$ cat src/rtl/game_pkg.sv
// Shared types and screen constants for the game's video path.
// Used by the block position generator and the block renderer.
package game_pkg;

  typedef logic [23:0] rgb_t;  // {R[7:0], G[7:0], B[7:0]}

  localparam int unsigned H_MAX = 639;
  localparam int unsigned V_MAX = 479;

  // One count per visible pixel of a 640x480 frame.
  localparam logic [18:0] PIX_PER_FRAME = 19'd307200;

  typedef enum logic {
    FILL = 1'b0,
    RUN  = 1'b1
  } render_state_t;

endpackage

$ cat src/rtl/block_renderer_if.sv
// Pixel stream between the VGA controller (master) and the block renderer (slave).
interface block_renderer_if;

  // Valid-only stream, no back-pressure: a pixel is transferred on every Clk
  // edge where PixValid is high; PixOutValid marks the matching colour output,
  // which trails its pixel by exactly two Clk cycles.
  logic [9:0] DrawX;
  logic [9:0] DrawY;
  logic       PixValid;
  logic [7:0] Red;
  logic [7:0] Green;
  logic [7:0] Blue;
  logic       PixOutValid;

  modport master (
    output DrawX, DrawY, PixValid,
    input  Red, Green, Blue, PixOutValid
  );

  modport slave (
    input  DrawX, DrawY, PixValid,
    output Red, Green, Blue, PixOutValid
  );

endinterface

$ cat src/rtl/block_renderer_rise_detect.sv
// Rising-edge detector for a level sampled as data on clk: one flop plus an AND.
// A level that is already high when reset releases still yields one edge.
module rise_detect (
  input  logic clk,
  input  logic rst_n,
  input  logic d,
  output logic rise
);

  logic fq;

  always_ff @(posedge clk or negedge rst_n) begin
    if (!rst_n) begin
      fq <= 1'b0;
    end else begin
      fq <= d;
    end
  end

  assign rise = d & ~fq;

endmodule

$ cat src/rtl/block_renderer.sv
// Draws a solid square block over a background from a two-stage pixel pipeline,
// with geometry latched once per frame and a per-frame count of block pixels.
module block_renderer #(
  parameter game_pkg::rgb_t BLOCK_COLOR = 24'hFF5500,
  parameter game_pkg::rgb_t BG_COLOR    = 24'h000000,
  parameter int unsigned    H_MAX       = game_pkg::H_MAX,
  parameter int unsigned    V_MAX       = game_pkg::V_MAX
) (
  input  logic                    Clk,
  input  logic                    Reset,
  input  logic                    frame_clk,
  input  logic [9:0]              BlockX,
  input  logic [9:0]              BlockY,
  input  logic [9:0]              BlockS,
  block_renderer_if.slave         pix,
  output logic [18:0]             BlockPixCount,
  output logic                    FrameDone,
  output game_pkg::render_state_t state_dbg
);

  import game_pkg::*;

  localparam logic [10:0] H_LIM = 11'(H_MAX);
  localparam logic [10:0] V_LIM = 11'(V_MAX);

  render_state_t state_q;
  render_state_t state_d;
  logic          frame_edge;

  logic [9:0]    sx_q, sy_q, ss_q;
  logic [9:0]    dx1_q, dy1_q;
  logic          v1_q;
  rgb_t          rgb_q;
  logic          out_valid_q;
  logic [18:0]   acc_q;

  logic [10:0]   dx_e, dy_e, sx_e, sy_e, ss_e;
  logic          hit;
  logic          pix_hit;

  rise_detect u_frame_rise (
    .clk   (Clk),
    .rst_n (Reset),
    .d     (frame_clk),
    .rise  (frame_edge)
  );

  always_ff @(posedge Clk or negedge Reset) begin
    if (!Reset) begin
      state_q <= FILL;
    end else begin
      state_q <= state_d;
    end
  end

  // Only reset returns the renderer to FILL; every frame edge lands in RUN.
  always_comb begin
    state_d = state_q;
    if (frame_edge) begin
      state_d = RUN;
    end
  end

  assign state_dbg = state_q;

  always_ff @(posedge Clk or negedge Reset) begin
    if (!Reset) begin
      sx_q <= '0;
      sy_q <= '0;
      ss_q <= '0;
    end else if (frame_edge) begin
      sx_q <= BlockX;
      sy_q <= BlockY;
      ss_q <= BlockS;
    end
  end

  always_ff @(posedge Clk or negedge Reset) begin
    if (!Reset) begin
      dx1_q <= '0;
      dy1_q <= '0;
      v1_q  <= 1'b0;
    end else begin
      dx1_q <= pix.DrawX;
      dy1_q <= pix.DrawY;
      v1_q  <= pix.PixValid;
    end
  end

  // One extra bit keeps centre-minus-size from wrapping near the screen origin.
  always_comb begin
    dx_e = {1'b0, dx1_q};
    dy_e = {1'b0, dy1_q};
    sx_e = {1'b0, sx_q};
    sy_e = {1'b0, sy_q};
    ss_e = {1'b0, ss_q};
    hit  = (dx_e + ss_e >= sx_e) && (dx_e <= sx_e + ss_e) &&
           (dy_e + ss_e >= sy_e) && (dy_e <= sy_e + ss_e) &&
           (dx_e <= H_LIM) && (dy_e <= V_LIM) &&
           (state_q == RUN);
  end

  assign pix_hit = v1_q & hit;

  always_ff @(posedge Clk or negedge Reset) begin
    if (!Reset) begin
      rgb_q       <= '0;
      out_valid_q <= 1'b0;
    end else begin
      out_valid_q <= v1_q;
      if (!v1_q) begin
        rgb_q <= '0;
      end else if (hit) begin
        rgb_q <= BLOCK_COLOR;
      end else begin
        rgb_q <= BG_COLOR;
      end
    end
  end

  assign pix.Red         = rgb_q[23:16];
  assign pix.Green       = rgb_q[15:8];
  assign pix.Blue        = rgb_q[7:0];
  assign pix.PixOutValid = out_valid_q;

  // A hit landing on the edge cycle belongs to the frame that is starting.
  always_ff @(posedge Clk or negedge Reset) begin
    if (!Reset) begin
      acc_q         <= '0;
      BlockPixCount <= '0;
      FrameDone     <= 1'b0;
    end else begin
      FrameDone <= frame_edge;
      if (frame_edge) begin
        BlockPixCount <= acc_q;
        acc_q         <= {18'd0, pix_hit};
      end else if (pix_hit && (acc_q != PIX_PER_FRAME)) begin
        acc_q <= acc_q + 19'd1;
      end
    end
  end

endmodule

$ cat src/flat_wrapper.sv
// flat-port wrapper written by rule: the top's interface ports become plain ports
module block_renderer_flat import game_pkg::*;
#(
  parameter game_pkg::rgb_t BLOCK_COLOR = 24'hFF5500,
  parameter game_pkg::rgb_t BG_COLOR    = 24'h000000,
  parameter int unsigned    H_MAX       = game_pkg::H_MAX,
  parameter int unsigned    V_MAX       = game_pkg::V_MAX
)
  (Clk, Reset, frame_clk, BlockX, BlockY, BlockS, BlockPixCount, FrameDone, state_dbg, pix_DrawX, pix_DrawY, pix_PixValid, pix_Red, pix_Green, pix_Blue, pix_PixOutValid);
  block_renderer_if pix_i ();
  input  logic Clk;
  input  logic Reset;
  input  logic frame_clk;
  input  logic [9:0] BlockX;
  input  logic [9:0] BlockY;
  input  logic [9:0] BlockS;
  output logic [18:0] BlockPixCount;
  output logic FrameDone;
  output game_pkg::render_state_t state_dbg;
  input wire logic [$bits(pix_i.DrawX)-1:0] pix_DrawX;
  input wire logic [$bits(pix_i.DrawY)-1:0] pix_DrawY;
  input wire logic [$bits(pix_i.PixValid)-1:0] pix_PixValid;
  output wire logic [$bits(pix_i.Red)-1:0] pix_Red;
  output wire logic [$bits(pix_i.Green)-1:0] pix_Green;
  output wire logic [$bits(pix_i.Blue)-1:0] pix_Blue;
  output wire logic [$bits(pix_i.PixOutValid)-1:0] pix_PixOutValid;
  assign pix_i.DrawX = pix_DrawX;
  assign pix_i.DrawY = pix_DrawY;
  assign pix_i.PixValid = pix_PixValid;
  assign pix_Red = pix_i.Red;
  assign pix_Green = pix_i.Green;
  assign pix_Blue = pix_i.Blue;
  assign pix_PixOutValid = pix_i.PixOutValid;
  block_renderer #(.BLOCK_COLOR(BLOCK_COLOR), .BG_COLOR(BG_COLOR), .H_MAX(H_MAX), .V_MAX(V_MAX)) u_core (.Clk(Clk), .Reset(Reset), .frame_clk(frame_clk), .BlockX(BlockX), .BlockY(BlockY), .BlockS(BlockS), .pix(pix_i), .BlockPixCount(BlockPixCount), .FrameDone(FrameDone), .state_dbg(state_dbg));
endmodule
$ cat config.mk
export PLATFORM = sky130hd
export DESIGN_NAME = block_renderer_flat
export DESIGN_NICKNAME = d
export VERILOG_FILES = /design/src/rtl/game_pkg.sv /design/src/rtl/block_renderer_if.sv /design/src/rtl/block_renderer_rise_detect.sv /design/src/rtl/block_renderer.sv /design/src/flat_wrapper.sv
export SDC_FILE = /design/constraint.sdc
export NUM_CORES = 1
export LEC_CHECK = 0
export CAP_MARGIN = 20
export CORE_MARGIN = 2
export CORE_UTILIZATION = 50
export CTS_CLUSTER_SIZE = 10
export DETAILED_ROUTE_END_ITERATION = 8
export HOLD_SLACK_MARGIN = 0.12
export PLACE_DENSITY_LB_ADDON = 0.15
export SYNTH_ARGS = -nofsm -noshare
export SYNTH_HDL_FRONTEND = slang
export SYNTH_HIERARCHICAL = 1
export SYNTH_SLANG_ARGS = --single-unit
export TNS_END_PERCENT = 5
$ cat constraint.sdc
create_clock -name Clk -period 8 [get_ports Clk]
set_input_delay 0.8 -clock Clk [delete_from_list [all_inputs] [get_ports Clk]]
set_output_delay 0.8 -clock Clk [all_outputs]
set_load 0.005 [all_outputs]
== Yosys cells after proc, flatten, opt, wreduce, memory -nomap -nowiden ==
Cells that the tools add are included.

* Eq/ne operators: 1
* Multiplexer cells: 4
* Bitwise operators: 3
* Reductions and logical operators: 8
* Magnitude comparators: 6
* Add/subtract/negate cells: 5

{| class="wikitable"
|+ Operators with widths
! kind !! number
|-
| $mux 24 || 2
|-
| $add 10x10->11 || 4
|-
| $mux 19 || 2
|-
| $ge 11x10->1 || 2
|-
| $le 10x11->1 || 2
|-
| $add 19x1->19 const B || 1
|-
| $ne 19x19->1 const B || 1
|-
| $le 10x10->1 const B || 1
|-
| $le 10x9->1 const B || 1
|-
| $logic_and 1x1->1 || 7
|-
| $and 1x1->1 || 2
|-
| $reduce_bool 2->1 || 1
|-
| $not 1->1 || 1
|}

* Flip-flop bits (word level): 117
* Output and inout bits: 46
* Word-level logic and storage cells: 40

== Longest topological paths before layout ==
Gate-level depths: netlist of the first run.

* Depth after elaboration: 12
* Mapped depth: 21
* Depth with buffers taken out: 20

== Hierarchy ==
The synthesis of the first run kept the hierarchy.

{| class="wikitable"
|+ By module, submodules not included
! module !! times used !! area an instance (um^2) !! cells an instance
|-
| block_renderer || 1 || 6155.9 || 616
|-
| rise_detect || 1 || 38.8 || 2
|}

== Least setup slack after synthesis of the first run ==
OpenSTA, ideal clock, no wires.

* Path type: reg2reg
* Start: reg u_core.ss_q[1]
* End: reg u_core.acc_q[15]
* Setup time: 125 ps
* Arrival: 3665 ps
* Period minus slack after synthesis: 3789 ps
* Path slack: 4211 ps
* Stages on the path, launching flop included: 19
* Path buffers: 0
* Path through: dfrtp_1 > ha_1 > a21o_1 > a21oi_1 > o21bai_1 > a21oi_1 > o21ai_0 > a21o_1 > a21oi_1 > xor2_1 > ha_1 > nand4_1 > nor4_1 > a2111o_1 > a221o_1 > o211ai_2 > or3_1 > nor3_1 > mux2_2

* Word-level cells in the longest chain between the ends: 11
* Elaborated cells on any way between the ends: 17
* Classes of those cells: add/sub: 4; order compare: 4; bitwise: 1; reduce/logical: 8

{| class="wikitable"
|+ RTL lines
! what !! RTL line !! source
|-
| start, declared || block_renderer.sv:30 || <nowiki>logic [9:0] sx_q, sy_q, ss_q;</nowiki>
|-
| start signal, assigned || block_renderer.sv:74 || <nowiki>ss_q <= BlockS;</nowiki>
|-
| $add 10x10->11 || block_renderer.sv:97 || <nowiki>hit = (dx_e + ss_e >= sx_e) && (dx_e <= sx_e + ss_e) &&</nowiki>
|-
| $ge 11x10->1 or $le 10x11->1 (tied branches) || block_renderer.sv:97 ||
|-
| $logic_and 1x1->1 (2 in a row) || block_renderer.sv:97 ||
|-
| $logic_and 1x1->1 (*) (2 in a row) || block_renderer.sv:98 || <nowiki>(dy_e + ss_e >= sy_e) && (dy_e <= sy_e + ss_e) &&</nowiki>
|-
| $logic_and 1x1->1 (*) (2 in a row) || block_renderer.sv:99 || <nowiki>(dx_e <= H_LIM) && (dy_e <= V_LIM) &&</nowiki>
|-
| $and 1x1->1 (*) || block_renderer.sv:103 || <nowiki>assign pix_hit = v1_q & hit;</nowiki>
|-
| $logic_and 1x1->1 (*) || block_renderer.sv:137 || <nowiki>end else if (pix_hit && (acc_q != PIX_PER_FRAME)) begin</nowiki>
|-
| $reduce_bool 2->1 (no line) (*) || -- ||
|-
| end signal, assigned || block_renderer.sv:136 || <nowiki>acc_q <= {18'd0, pix_hit};</nowiki>
|-
| end signal, assigned || block_renderer.sv:138 || <nowiki>acc_q <= acc_q + 19'd1;</nowiki>
|-
| end, declared || block_renderer.sv:35 || <nowiki>logic [18:0] acc_q;</nowiki>
|}

Mark *: on every way between the ends. The rest lies on a longest branch, timed or not.
A chain may end at the register's enable or synchronous reset.

== Final worst setup path of the first run ==
* Start: reg u_core.ss_q[1]
* End: reg u_core.acc_q[0]

* Word-level cells in the longest chain between the ends: 11
* Elaborated cells on any way between the ends: 18
* Classes of those cells: add/sub: 4; order compare: 4; mux: 1; bitwise: 1; reduce/logical: 8

{| class="wikitable"
|+ RTL lines
! what !! RTL line
|-
| $add 10x10->11 || block_renderer.sv:97
|-
| $ge 11x10->1 or $le 10x11->1 (tied branches) || block_renderer.sv:97
|-
| $logic_and 1x1->1 (2 in a row) || block_renderer.sv:97
|-
| $logic_and 1x1->1 (*) (2 in a row) || block_renderer.sv:98
|-
| $logic_and 1x1->1 (*) (2 in a row) || block_renderer.sv:99
|-
| $and 1x1->1 (*) || block_renderer.sv:103
|-
| $logic_and 1x1->1 || block_renderer.sv:137
|-
| $reduce_bool 2->1 (no line) || --
|}

Marked as above.

==> results of run 1 <==
[sequential cells by signal, summed over array words and instances (netlist names), 10 cells and up]
| register | cells |
|---|---|
| u_core/dx1_q | 10 |
| u_core/acc_q | 19 |
| u_core/ss_q | 10 |
| u_core/BlockPixCount | 19 |
| u_core/dy1_q | 10 |
| u_core/sx_q | 10 |
| u_core/sy_q | 10 |
[power groups by stage]
stage               registers [uW]  clock network, uW  logic, uW
floorplan                      541                  0        464
global placement               555                  0        597
detailed placement             556                  0        616
CTS                            547                468        623
global route                   551                483        704
finish                         546                454        626
[through the flow]
step                util, %  cells  power [uW]
global placement      58.76    847        1152
CTS                   61.35    863        1638
detailed placement    58.76    847        1172
finish                61.35    863        1626
global route          61.35    863        1737
floorplan                 -    629        1005
[layout make-up]
cell class	count	area (sq um)	area share (%)
well taps	168	210.2	2.841
repair buffers	89	883.3	11.94
clock buffers	10	239.0	3.230
flip-flops and latches	94	2352	31.79
clock inverters	6	73.82	0.9976
multi-input cells	453	3480	47.02
inverters	43	161.4	2.181
[Yosys cell counts (all sizes together), types with 5 or more instances]
cell type  number  area share [%]
nand3          15             1.2
nor2           31             1.9
nand4           9            0.91
a211oi          5            0.61
nor4           12             1.5
inv            43             2.6
buf            27             3.2
or4             5            0.61
dfrtp          94              38
nand2          43             2.6
o31ai           6            0.73
ha             82              17
clkbuf         12            0.73
mux2           32             5.8
a21oi          34             2.8
xor2           13             1.8
nor3            5            0.40
o21a            5            0.61
o21ai          43             3.5
xnor2          25             3.5
nor2b          10             1.1
nand2b          6            0.61
a21o           17             2.1
[logic make-up after synthesis]
family | after synthesis
DFF | 94
muxes | 33
and+or+nand+nor | 148
other | 1
AOI/OAI and AO/OA | 136
xor gates and xnor gates | 38
buffers and inverters | 82
adders and majority gates | 86
[layer usage]
layer  up-vias  global-route usage [%]  share of wire, %
met5         -                       0                 0
li1       2314                       -                 -
met3        23                   5.377               4.0
met2       113                   37.89                49
met4         0                   7.149               2.3
met1      2274                   27.55                45
[path summary, 6_finish.rpt]
check                                          to  slack, ns  depth (start not counted)
setup / recovery                  u_core/acc_q[0]       3.33                         17
hold / removal             u_core/pix.PixOutValid       0.40                          0
setup reg to reg                  u_core/acc_q[0]       3.33                         17
hold reg to reg            u_core/pix.PixOutValid       0.40                          0
max in group asynchronous         u_core/acc_q[4]       6.51                          2
min in group asynchronous          u_core/ss_q[5]       0.42                          1
==> impl.org, run 1 <==
** Critical path
- The slowest stage of the critical path is the o22ai_1 cell.
- Startpoint type of the worst setup path :: flip-flop
- Worst endpoint data arrival time :: 4.93 ns
- CP bufs+invs :: 0
- Of all nets on the critical path, the largest fanout is 13.
- Family with the most delay on the worst path :: compound AO/OA/AOI/OAI gates
- In this run the critical register-to-register path is launched from u_core/ss_q[1].
- Cell chain of the critical path :: ha_1 -> a21o_1 -> a21oi_1 -> o21bai_1 -> a21oi_1 -> o21ai_0 -> a21o_1 -> a21oi_1 -> xnor2_1 -> ha_1 -> a211oi_1 -> o21ai_0 -> a311o_1 -> o22ai_1 -> or2_4 -> nor2_1 -> o32ai_1
- The most numerous cell type found on the critical path is a21oi_1.
- Crit path from :: u_core/ss_q[1]
- On the worst path, the slowest cell contributes a delay of roughly 0.76 ns.
- The worst setup path is captured at a flip-flop.
- Data on the critical path is required at its endpoint by 8.25 ns.
- The worst setup path is of the reg2reg kind.

** Hold path
- The worst hold path begins at u_core/v1_q.
- Class of the worst hold path :: reg2reg

** Clock network
- CTS built an H-tree with a depth of 3.
- In this run the deepest clock path goes through 2 buffers.
- For the worst-skew pair, the clock arrives at the later sink with an insertion delay of 0.36 ns.
- PostCTS Resize Cnt :: 0
- Hold repair after CTS inserted 0 buffers.
- The tree is rooted in a clkbuf_16.
- Number of buffers added for setup after CTS :: 0
- TritonCTS built the clock tree.
- Counting the buffers created by CTS gives 9.
- The clock drives 94 sinks.
- Clock-pin slew was measured on the worst setup and hold paths at around 0.070 ns.

** Flow run
- Max-cap violations in this run came to 0.

** Global route
- Initial antenna violation count :: 0
- Global-route wire length before repair :: ~23,000 um
- Final global-route overflow total :: 0
- The number of global-route vias before repair came to about 5,000.
- Entering global routing, the biggest net connects 94 pins.
- Total GRT Usage :: 22.14%

** Timing
- Post-layout worst setup margin :: about 3.3 ns
- Hold violation total from the final report :: 0
- Clock tree skew after final layout :: 0.01215 ns
- Across all hold checks on the routed design, the worst slack comes to just under 0.4 ns.
- Achievable frequency :: 214.0 MHz
- Final count of pins violating max slew :: 0
- Adding up every negative setup slack in the final design gives 0 ns.
- Setup repair after global routing missed its margin :: no
- The worst path uses 58.42% of the clock period.
- Worst Tran Pin Value :: around 1 ns
- Worst-case headroom to the max-slew limit :: a little over a third
- Final number of setup-violating endpoints :: 0
- After layout, the minimum clock period comes to about 4.7 ns.

** Final layout
- Layout cells sized above 1 :: between 8 and 9%
- Most frequent standard cell in the layout excluding fill and tap cells :: dfrtp_1
- After filler insertion, the fill cell instance count of the layout stands at 1,049.
- At the end of the flow, the number of nets in the layout was between 800 and 900.
- Compared with the post-synthesis result, the final layout area differs by 19.45%.
- In the layout the commonest cells are dfrtp_1, clkdlybuf4s50_1, ha_1.
- With fillers left out, the area of the finished cells amounts to around 7400 sq um.
- Diode insertion count for antenna repair :: 0

** Die
- The core region is around 12,000 sq um.
- Floorplan die height :: around 120 um
- I/O pin cnt :: 100
- The initialized floorplan defines 40 standard-cell rows.
- The die is about 120 um wide.
- The initial utilization of the core area, before any placement, comes to ~51%.
- The floorplan step defined a die boundary enclosing roughly 13,000 sq um.

** Route
- Post-route DRC violation count :: 0
- DRC violation total after the first TritonRoute iteration :: about 170
- The routed design has 13,920 um of wire.
- The pre-antenna-repair detailed-routing pass consisted of 4 iterations.
- Once detail routing completed, the nets flagged for antenna violations numbered 0.
- The routed layout has between 4,000 and 5,000 vias.
- Dividing the detail-routed wire length by the instance count gives roughly 16 um.
- Post-detailed-route via-to-cell ratio :: between 5 and 6

** Status
- The run finished with clean final reports.

** Yosys
- Ys flop type :: dfrtp_1
- After synthesis, flip-flops and latches occupy between 30% and 40% of the total area.
- In this run, synthesis inferred 0 flip-flops with an integrated enable.
- Synth Area in Simple Gates :: 12.28%
- Mux cell area share after synthesis :: between 5 and 6%
- Post-Synth Adder-Cell Area :: approximately 18%
- After Yosys synthesis, XOR and XNOR cells account for under 10% of the synthesized area.
- A synthesized cell averages between 10 and 15 sq um.
- Syn Std Cell Area :: ~6200 sq um
- Distinct cells, synth :: 54
- By area, the combinational part of the netlist is dominated by adder cells.
- The synthesized netlist devotes between 10% and 20% of its cell area to compound gates.
- Share of synthesized registers carrying an async set or reset :: 100.0%
- Synthesized netlist cell count :: 618
- Synthesis Warnings :: 6
- Flop and latch count out of synthesis :: between 90 and 100

** Pwr
- Clock power frac :: between 20 and 30%
- Net switching power of the design :: 565.6 uW
- Leakage power :: 0.003405 uW
- Sw Ratio :: around a third
- Power spread over the standard cell area amounts to 219.7 nW/um^2.
- Fraction of power consumed by sequential logic :: between 30% and 40%
- Fraction of power consumed by combinational cells :: between 30% and 40%
- The internal portion of the total power is 1060 uW.
- Peak supply drop :: around 0.15 mV

** Placement
- Global placer's final weighted congestion :: 0.9103
- Summing all placed instances gives a cell area of 7087 sq um.
- Prior to clock tree synthesis, the placed netlist has a worst setup slack of between 3 and 4 ns.
- Number of I/O port buffers :: between 80 and 90
- Once detailed placement completed, the half-perimeter wirelength came to 10,470 um.
Note: power is estimated with default switching activity, not from simulation.
==> run 2, diff against run 1 <==
clock period = 4.33 ns   (was 8 ns; I/O delays follow)
==> impl.org, run 2 (synthesis gave the netlist of run 1 again) <==
** Status
- The run finished with clean final reports.

** Pwr
- Summed over all nets, the switching power comes to 1051 uW.
- The clock network is responsible for 25.7% of the overall power.
- Internal cell power :: around 1900 uW
- Leakage power :: roughly 0.0034 uW
- Fraction of power consumed by combinational cells :: 40.3%
- The worst-case IR drop observed on VDD is approximately 0.24 mV.
- Power spread over the standard cell area amounts to approximately 400 nW/um^2.
- Fraction of power consumed by sequential logic :: between 30% and 40%
- Of the total power, the share spent switching nets is between 30% and 40%.

** Route
- Mean routed wirelength per cell :: 16.45 um
- Routed wire length :: around 14,000 um
- Total vias in the final route :: 4,753
- After detailed routing, the number of remaining DRC violations is 0.
- In this run, the number of DRC markers left after iteration 0 of detailed routing was approximately 200.
- The first TritonRoute pass finished after 4 iterations.
- Routed Antenna Nets :: 0
- Post-detailed-route via-to-cell ratio :: around 5.5

** Clock network
- After clock tree synthesis, the flow added hold-fix buffers numbering 0.
- The later pin in the worst-skew pair is clocked with a latency of around 0.35 ns.
- The H-tree generated during clock tree synthesis spans 3 levels.
- Num CTS Buffers :: 9
- CTS saw 94 sinks.
- TritonCTS built the clock tree.
- Worst-path clk slew :: approximately 0.07 ns
- Number of buffers between clock root and the deepest sink :: 2
- Clk root buf :: clkbuf_16

** Global route
- In the global route stage, overall resource usage came out at 22.98%.
- Vias in the first global route :: between 4,000 and 5,000
- Final global-route overflow total :: 0
- Maximum number of pins on one net before global-route repair :: 68
- The number of antenna violations at the first check in global routing is 0.
- The first global-routing pass estimated 23,940 um of wire.

** Die
- For this configuration, the core starts out at a cell density of 51.36%.
- Pin placement for this block handled 100 I/O pins.
- From left edge to right edge, the die measures 115.3 um.
- Die Area :: around 13,000 sq um
- Floorplan Core Area :: about 12,000 sq um
- Floorplan die height :: roughly 120 um
- Number of core rows :: 40

** Final layout
- Fill cell instance count of the final layout :: 1,032
- Layout cells sized above 1 :: about an eighth
- Area used by sequential logic in the layout :: 2355 sq um
- Non-filler cells, final :: 870
- Post-layout net count :: ~840
- Highest-count cells in the layout ignoring fill and taps :: dfrtp_1, clkdlybuf4s50_1, ha_1
- Regs by FF count :: u_core/BlockPixCount: 19 flops, u_core/acc_q: 19 flops
- The multi-input combinational cells in the finished layout cover a total of 3541 sq um.
- Diode insertion count for antenna repair :: 0
- Leaving out fill and tap cells, the most frequent cell in the layout is dfrtp_1.
- Growth of design area from synthesis to finish :: 20.86%

** Placement
- Global placer's final weighted congestion :: ~0.86
- In this run the tool buffered the top-level ports with 87 buffer cells.
- Prior to clock tree synthesis, the placed netlist has a worst setup slack of about 0.019 ns.
- Number of placed instances with taps included :: about 850
- Once detailed placement completed, the half-perimeter wirelength came to 10,790 um.

** Flow run
- Across the run, the number of max-cap violations was 0.

** Critical path
- Data on the critical path is required at its endpoint by between 4 and 5 ns.
- Worst Setup End Kind :: flip-flop
- Highest fanout seen on the critical path :: 5
- STA puts the critical path data arrival time at roughly 4.4 ns.
- Cell chain of the critical path :: ha_1 -> a21o_1 -> a21oi_2 -> o21bai_1 -> a21oi_2 -> o21ai_1 -> a21o_1 -> a21oi_2 -> xor2_1 -> ha_1 -> nand4_1 -> nor4_2 -> a2111o_1 -> a221o_1 -> o211ai_2 -> or3_4 -> nor3_2 -> mux2_2
- Slowest cell delay on critical path :: around 0.45 ns
- The critical path contains buffers and inverters numbering 0 combined.
- STA classifies the critical path startpoint as a flip-flop.
- Cell with the largest stage delay on the worst path :: dfrtp_2
- Type of the worst setup path :: reg2reg
- Crit path top cell by count :: a21oi_2
- Family with the most delay on the worst path :: compound AO/OA/AOI/OAI gates

** Timing
- Setup total negative slack on the finished layout was measured at 0 ns.
- After layout, the worst path uses between 90% and 100% of the clock period.
- The count of endpoints failing hold in the final timing report is 0.
- Clock tree skew after final layout :: roughly 0.010 ns
- Worst-case headroom to the max-slew limit :: 43.47%
- Setup violations remaining at the end of the flow were counted as 0.
- Counting I/O delays and the setup requirement, the final critical path takes just over 4 ns.
- Based on the critical path, the design can be clocked at up to 241.9 MHz.
- The max-slew violation count is 0.
- Setup slack on the critical path of the routed design comes to 0.1964 ns.
- Worst hold margin :: 0.1877 ns
- Worst Tran Pin Value :: 0.8479 ns

** Hold path
- Class of the worst hold path :: in2async
run 2: worst paths after layout:
kind,start,endpoint,slack [ns],cells past startpoint
worst max register to register,u_core/ss_q[1],u_core/acc_q[15],0.20,18
worst min-delay path,Reset,u_core/dx1_q[3],0.19,1
worst min register to register,u_core/v1_q,u_core/pix.PixOutValid,0.38,0
max in group asynchronous,Reset,u_core/BlockPixCount[9],3.26,2
worst max-delay path,u_core/ss_q[1],u_core/acc_q[15],0.20,18
min in group Clk,u_core/v1_q,u_core/pix.PixOutValid,0.38,0
run 2: layout make-up:
type,count,share of cell area (%)
Inverter,43,2.156
Multi-Input combinational cell,453,47.29
Sequential cell,94,31.45
Clock buffer,10,3.192
Timing Repair Buffer,96,12.50
Clock inverter,6,0.6016
Tap cell,168,2.807
run 2: layer usage:
| metal | global-route usage (%) | vias up | wire length, um |
|---|---|---|---|
| met1 | 28.93 | 2313 | 6268 |
| met5 | 0 | - | 0 |
| met2 | 40.08 | 116 | 7286 |
| met4 | 5.221 | 0 | 133 |
| met3 | 5.482 | 8 | 620 |
| li1 | - | 2316 | - |
run 2: repair_timing:
action,CTS,global route
endpoints found under the setup margin,0,18
setup buffers,0,3
resized for setup,0,19
run 2: through the flow:
stage | power [uW] | utilization, % | instance area, sq um
2_1_floorplan | 1858 | - | 6236
3_3_place_gp | 2159 | 59.00 | 7117
3_5_place_dp | 2175 | 59.00 | 7117
4_1_cts | 2966 | 61.36 | 7401
5_1_grt | 3210 | 62.07 | 7487
6_report | 2977 | 62.07 | 7487
run 2: power groups by stage:
stage          Sequential [uW]  Clock [uW]  Combinational (uW)
3_5_place_dp              1030           0                1150
5_1_grt                   1020         832                1360
4_1_cts                   1010         794                1160
2_1_floorplan             1000           0                 858
6_report                  1010         765                1200
3_3_place_gp              1030           0                1130
